$ cat src/rtl/mdu_pkg.sv
// Shared MDU definitions: multiplier FSM states, signedness encodings and iteration counts.
package mdu_pkg;

   typedef enum logic [1:0] {
      StIdle = 2'b00,
      StBusy = 2'b01,
      StDone = 2'b10
   } mul_state_e;

   localparam logic [1:0] MUL_SS = 2'b11;
   localparam logic [1:0] MUL_SU = 2'b10;
   localparam logic [1:0] MUL_UU = 2'b00;

   // MULW works on 34-bit extended operands: two bits per step.
   localparam int unsigned ITER_W = 17;

   function automatic int unsigned mul_iter(input int unsigned xlen);
      return (xlen + 2) / 2;
   endfunction

endpackage

$ cat src/rtl/booth_pp_sel.sv
// Radix-4 Booth partial-product selector: decodes a 3-bit multiplier window into
// a (possibly inverted) multiple of the multiplicand plus its two's-complement carry-in.
module booth_pp_sel #(
   parameter int unsigned W = 132
) (
   input  logic [2:0]   code_i,
   input  logic [W-1:0] x_i,
   output logic [W-1:0] pp_o,
   output logic         cin_o
);

   logic         neg;
   logic         zero;
   logic         one;
   logic         two;
   logic [W-1:0] mag;

   always_comb begin
      neg  = code_i[2];
      zero = (code_i == 3'b000) || (code_i == 3'b111);
      two  = (code_i == 3'b011) || (code_i == 3'b100);
      one  = !zero && !two;

      mag = '0;
      if (one) begin
         mag = x_i;
      end else if (two) begin
         mag = {x_i[W-2:0], 1'b0};
      end

      // Negation is ~mag + 1; the +1 rides into the accumulator as carry-in.
      pp_o  = neg ? ~mag : mag;
      cin_o = neg;
   end

endmodule

$ cat src/rtl/booth_mul_seq.sv
// Iterative radix-4 Booth multiplier for RV64 MUL/MULH/MULHSU/MULHU/MULW.
// Two multiplier bits retire per cycle; results are held until the consumer takes them.
module booth_mul_seq
   import mdu_pkg::*;
#(
   parameter int unsigned XLEN = 64
) (
   input  logic            clk,
   input  logic            rst,
   input  logic            mul_valid,
   output logic            mul_ready,
   input  logic            flush,
   input  logic            mulw,
   input  logic [1:0]      mul_signed,
   input  logic [XLEN-1:0] multiplicand,
   input  logic [XLEN-1:0] multiplier,
   output logic            out_valid,
   input  logic            out_ready,
   output logic [XLEN-1:0] result_hi,
   output logic [XLEN-1:0] result_lo
);

   localparam int unsigned EW   = XLEN + 2;
   localparam int unsigned YW   = XLEN + 3;
   localparam int unsigned PW   = 2 * XLEN + 4;
   localparam int unsigned ITER = mul_iter(XLEN);
   localparam int unsigned CntW = $clog2(ITER + 1);

   mul_state_e      state_q;
   logic            ready_q;
   logic            valid_q;
   logic            mulw_q;
   logic [CntW-1:0] cnt_q;
   logic [PW-1:0]   x_q;
   logic [PW-1:0]   x_d;
   logic [YW-1:0]   y_q;
   logic [YW-1:0]   y_d;
   logic [PW-1:0]   p_q;
   logic [PW-1:0]   p_d;
   logic [XLEN-1:0] hi_q;
   logic [XLEN-1:0] hi_d;
   logic [XLEN-1:0] lo_q;
   logic [XLEN-1:0] lo_d;

   logic [EW-1:0]   x_ext;
   logic [EW-1:0]   y_ext;
   logic [PW-1:0]   pp;
   logic            pp_cin;
   logic            unused_p_top;

   always_comb begin
      if (mulw) begin
         x_ext = {{(EW-32){multiplicand[31]}}, multiplicand[31:0]};
         y_ext = {{(EW-32){multiplier[31]}}, multiplier[31:0]};
      end else begin
         x_ext = {{2{mul_signed[1] & multiplicand[XLEN-1]}}, multiplicand};
         y_ext = {{2{mul_signed[0] & multiplier[XLEN-1]}}, multiplier};
      end
   end

   booth_pp_sel #(
      .W (PW)
   ) u_pp_sel (
      .code_i (y_q[2:0]),
      .x_i    (x_q),
      .pp_o   (pp),
      .cin_o  (pp_cin)
   );

   always_comb begin
      p_d = p_q + pp + {{(PW-1){1'b0}}, pp_cin};
      x_d = {x_q[PW-3:0], 2'b00};
      y_d = {{2{y_q[YW-1]}}, y_q[YW-1:2]};
      // MULW returns the sign-extended 32-bit product in both halves.
      if (mulw_q) begin
         lo_d = {{(XLEN-32){p_d[31]}}, p_d[31:0]};
         hi_d = lo_d;
      end else begin
         lo_d = p_d[XLEN-1:0];
         hi_d = p_d[2*XLEN-1:XLEN];
      end
   end

   assign unused_p_top = ^p_d[PW-1:2*XLEN];

   always_ff @(posedge clk or posedge rst) begin
      if (rst) begin
         state_q <= StIdle;
         ready_q <= 1'b1;
         valid_q <= 1'b0;
         mulw_q  <= 1'b0;
         cnt_q   <= '0;
         x_q     <= '0;
         y_q     <= '0;
         p_q     <= '0;
         hi_q    <= '0;
         lo_q    <= '0;
      end else if (flush) begin
         state_q <= StIdle;
         ready_q <= 1'b1;
         valid_q <= 1'b0;
      end else begin
         unique case (state_q)
            StIdle: begin
               if (mul_valid) begin
                  state_q <= StBusy;
                  ready_q <= 1'b0;
                  mulw_q  <= mulw;
                  cnt_q   <= mulw ? CntW'(ITER_W) : CntW'(ITER);
                  x_q     <= {{(PW-EW){x_ext[EW-1]}}, x_ext};
                  y_q     <= {y_ext, 1'b0};
                  p_q     <= '0;
               end
            end
            StBusy: begin
               x_q   <= x_d;
               y_q   <= y_d;
               p_q   <= p_d;
               cnt_q <= cnt_q - CntW'(1);
               if (cnt_q == CntW'(1)) begin
                  state_q <= StDone;
                  valid_q <= 1'b1;
                  hi_q    <= hi_d;
                  lo_q    <= lo_d;
               end
            end
            StDone: begin
               if (out_ready) begin
                  state_q <= StIdle;
                  valid_q <= 1'b0;
                  ready_q <= 1'b1;
               end
            end
            default: begin
               state_q <= StIdle;
               valid_q <= 1'b0;
               ready_q <= 1'b1;
            end
         endcase
      end
   end

   assign mul_ready = ready_q;
   assign out_valid = valid_q;
   assign result_hi = hi_q;
   assign result_lo = lo_q;

endmodule
$ cat config.mk
export PLATFORM = sky130hd
export DESIGN_NAME = booth_mul_seq
export DESIGN_NICKNAME = d
export VERILOG_FILES = /design/src/rtl/mdu_pkg.sv /design/src/rtl/booth_pp_sel.sv /design/src/rtl/booth_mul_seq.sv
export SDC_FILE = /design/constraint.sdc
export NUM_CORES = 2
export LEC_CHECK = 0
export CELL_PAD_IN_SITES_DETAIL_PLACEMENT = 1
export CELL_PAD_IN_SITES_GLOBAL_PLACEMENT = 1
export CORE_ASPECT_RATIO = 0.8
export CORE_UTILIZATION = 35
export DETAILED_ROUTE_END_ITERATION = 16
export PLACE_DENSITY_LB_ADDON = 0.1
export SYNTH_ARGS = -nofsm -noshare
export SYNTH_HDL_FRONTEND = slang
export SYNTH_HIERARCHICAL = 1
export SYNTH_SLANG_ARGS = --single-unit
$ cat constraint.sdc
create_clock -name clk -period 14.7 [get_ports clk]
set_input_delay 2.94 -clock clk [delete_from_list [all_inputs] [get_ports clk]]
set_output_delay 2.94 -clock clk [all_outputs]
set_load 0.005 [all_outputs]
==> flow_summary_export.csv <==
group,metric,value,unit
run_status,status,"finished clean",
pwr,max-vdd-ir-drop,178,uV
drt,drt_first_pass_iters,5,
sta,rsz_0062_raised_after_global_routing,"no",
sta,timing.fmax,0.143,GHz
clock_network,cts_post_setup_buffers_inserted,0,
clock_network,max-clock-path-buffers,3,
global_route,grt_antenna_before_repair,4,
critical_path,arrival,7.54,ns
critical_path,critPathCaptureType,"flip-flop",
sta,final.min_clock_period,6.98,ns
drt,detail_route.wl_per_cell,25.7,um
global_route,maximum_number_of_pins_on_one_net_before_global_route_repair,258,
sta,worst_slew_pin_slew,1.34,ns
critical_path,worst_path_most_repeated_cell,"sky130_fd_sc_hd__a21oi_1",
cells_and_area,ff_latch_area,11600,um2
place,io_buffer_count,265,
floorplan,core-area,86400,um2
drt,ant_nets,0,
floorplan,die_area,89000,um2
sta,final_min_period_over_clock_period,0.475,
sta,tns,0,ns
clock_network,clkSinkCount,462,
cells_and_area,multiInputGateArea,17800,um2
cells_and_area,fin_nets,3969,
cells_and_area,antennaDiodeCount,0,
cells_and_area,layout-area-overhead-vs-synth,16.8,%
critical_path,worstPathMaxFanout,257,
clock_network,post_cts_hold_buffer_count,0,
pwr,power_per_cell_area,304,nW/um2
critical_path,worstSetupPathType,"flip-flop to flip-flop",
cells_and_area,fraction_of_layout_cells_with_a_size_suffix_above_1,0.0483,
critical_path,worst-path-buf-inv,4,
synth,count_of_mapped_cells_out_of_synthesis,3656,
critical_path,worstSetupStartpointType,"flip-flop",
clock_network,cts_buffers,54,
floorplan,placement_rows,96,
critical_path,slowest_stage_delay_on_critical_path,1.03,ns
global_route,grt_use_total,0.277,
sta,finalClockSkew,0.0380,ns
clock_network,clock_tree.htree_level_count,2,
critical_path,cp.required,15.26,ns
global_route,grt_pass1_vias,30100,
place,detailedPlacementHpwl,89800,um
place,gp_congestion,0.994,
floorplan,pin_count,266,
synth,mappedNetlistNets,3924,
drt,viasPerCell,6.18,
drt,iteration_0_drc_count_of_the_detailed_router,2485,
clock_network,cts_tree,"yes",
drt,remaining_drc_errors,0,
synth,syn_area,30700,um2
drt,routed_wl,125000,um
clock_network,cts.clk_slew.worst_paths,0.07,ns
pwr,static-leakage-power,14.9,nW
floorplan,die_width,333,um
floorplan,die_h,267,um
run,cap_viol_max_count,0,
synth,avgSynthCellArea,8.40,um2
global_route,grt_overflow_total,0,
critical_path,critPathTopFamily,"compound AO/OA/AOI/OAI gates",
sta,setup_viol,0,
sta,hold_slack,0.490,ns
cells_and_area,filler_cell_count,10000,
clock_network,clk_root_buffer_cell,"sky130_fd_sc_hd__clkbuf_16",
clock_network,clk-insertion-delay-late,0.64,ns
drt,detailroute.via_count,30100,
critical_path,cp_cell_sequence,"inv_1 -> ha_4 -> buf_12 -> nor2b_4 -> buf_4 -> a221oi_1 -> a21oi_1 -> ha_1 -> a21oi_1 -> nor2_1 -> o21ai_0 -> a21oi_1 -> or2_2 -> a21oi_1 -> xnor2_1 -> nand2_1 -> buf_4 -> nor2_1 -> a221o_1",
sta,report.final.slew_viol_count,0,
synth,ys.warnings.count,6,
clock_network,post_cts_resize_count,0,
sta,final_hold_viol_count,0,
floorplan,effective_utilization_at_floorplan,0.356,
sta,max_slew_headroom_at_the_worst_pin,0.103,
critical_path,timing.critical_path.slowest_stage_cell,"sky130_fd_sc_hd__nor2_1",
global_route,grt_first_pass_wirelength,191000,um
worst_hold_path,hold_path_class,"flip-flop to flip-flop",
## routing by layer
metal | part of all wire | GRT usage | vias to the layer above
met5 | 0 | 0 | -
met4 | 0.021 | 0.0635 | 0
met3 | 0.071 | 0.0464 | 118
met2 | 0.40 | 0.388 | 932
met1 | 0.50 | 0.436 | 15400
li1 | - | - | 13700
## cell usage in the layout, fill, tap and decap left out, types with 34 or more instances in the layout
| cell | n |
|---|---|
| sky130_fd_sc_hd__a21o_1 | 36 |
| sky130_fd_sc_hd__a31oi_1 | 96 |
| sky130_fd_sc_hd__a221oi_1 | 134 |
| sky130_fd_sc_hd__o21ai_0 | 190 |
| sky130_fd_sc_hd__clkdlybuf4s50_1 | 264 |
| sky130_fd_sc_hd__o21a_1 | 38 |
| sky130_fd_sc_hd__a221o_1 | 72 |
| sky130_fd_sc_hd__nor2_1 | 317 |
| sky130_fd_sc_hd__dfrtp_1 | 459 |
| sky130_fd_sc_hd__a21oi_1 | 507 |
| sky130_fd_sc_hd__xor2_1 | 55 |
| sky130_fd_sc_hd__ha_1 | 129 |
| sky130_fd_sc_hd__a22o_1 | 221 |
| sky130_fd_sc_hd__nand2_1 | 496 |
| sky130_fd_sc_hd__xnor2_1 | 73 |
| sky130_fd_sc_hd__clkbuf_16 | 55 |
| sky130_fd_sc_hd__o21bai_1 | 34 |
| sky130_fd_sc_hd__nand4_1 | 61 |
| sky130_fd_sc_hd__nor3b_1 | 62 |
| sky130_fd_sc_hd__inv_1 | 43 |
| sky130_fd_sc_hd__nor3_1 | 42 |
## area by class of cell
| type | count | share of cell area |
|---|---|---|
| multi-input combinational | 2840 | 0.496 |
| sequential | 462 | 0.322 |
| timing repair buffer | 298 | 0.0828 |
| clock buffer | 70 | 0.0424 |
| tap | 1127 | 0.0393 |
| clock inverter | 31 | 0.0123 |
| inverter | 45 | 0.00481 |
## worst paths after layout
check	startpoint	endpoint	slack (ns)	depth (start not counted)
max reg2reg	y_q[1]	result_hi[49]	7.72	19
min reg2reg	result_hi[26]	result_hi[26]	0.49	2
max in group asynchronous	rst	y_q[2]	10.16	4
max	y_q[1]	result_hi[49]	7.72	19
min in group asynchronous	rst	y_q[55]	2.64	2
min	result_hi[26]	result_hi[26]	0.49	2
## power breakdown
part | leakage [nW] | internal (W) | switching, W
Combinational | 8.23 | 0.00241 | 0.00471
Sequential | 5.69 | 0.00175 | 0.000512
Clock | 0.949 | 0.000908 | 0.000619
Total | 14.9 | 0.00506 | 0.00584
## metrics by stage
stage	power, W	area [um2]	std cells	utilization	setup WS (ns)
final	0.0109	35900	4873	0.415	7.72
after global routing	0.0116	35900	4873	0.415	7.28
after CTS	0.0108	35900	4873	0.415	7.84
after detailed placement	0.00919	33900	4772	0.393	7.79
after global placement	0.00910	33900	4772	0.393	7.84
after floorplan	0.00649	30700	3656	-	5.51
## state kept, by name, summed over array words and instances (netlist names)
| signal | flops |
|---|---|
| cnt_q | 6 |
| x_q | 128 |
| y_q | 67 |
| result_lo | 64 |
| mul_ready | 1 |
| mulw_q | 1 |
| result_hi | 64 |
| out_valid | 1 |
| p_q | 128 |
| state_q | 2 |
## tightest hold or removal path, cell delays in order, from the launching register on
cell	delay, ns
sky130_fd_sc_hd__dfrtp_1	0.34
sky130_fd_sc_hd__nand2_1	0.07
sky130_fd_sc_hd__o21ai_2	0.05
Note: power is estimated with default switching activity, not from simulation.
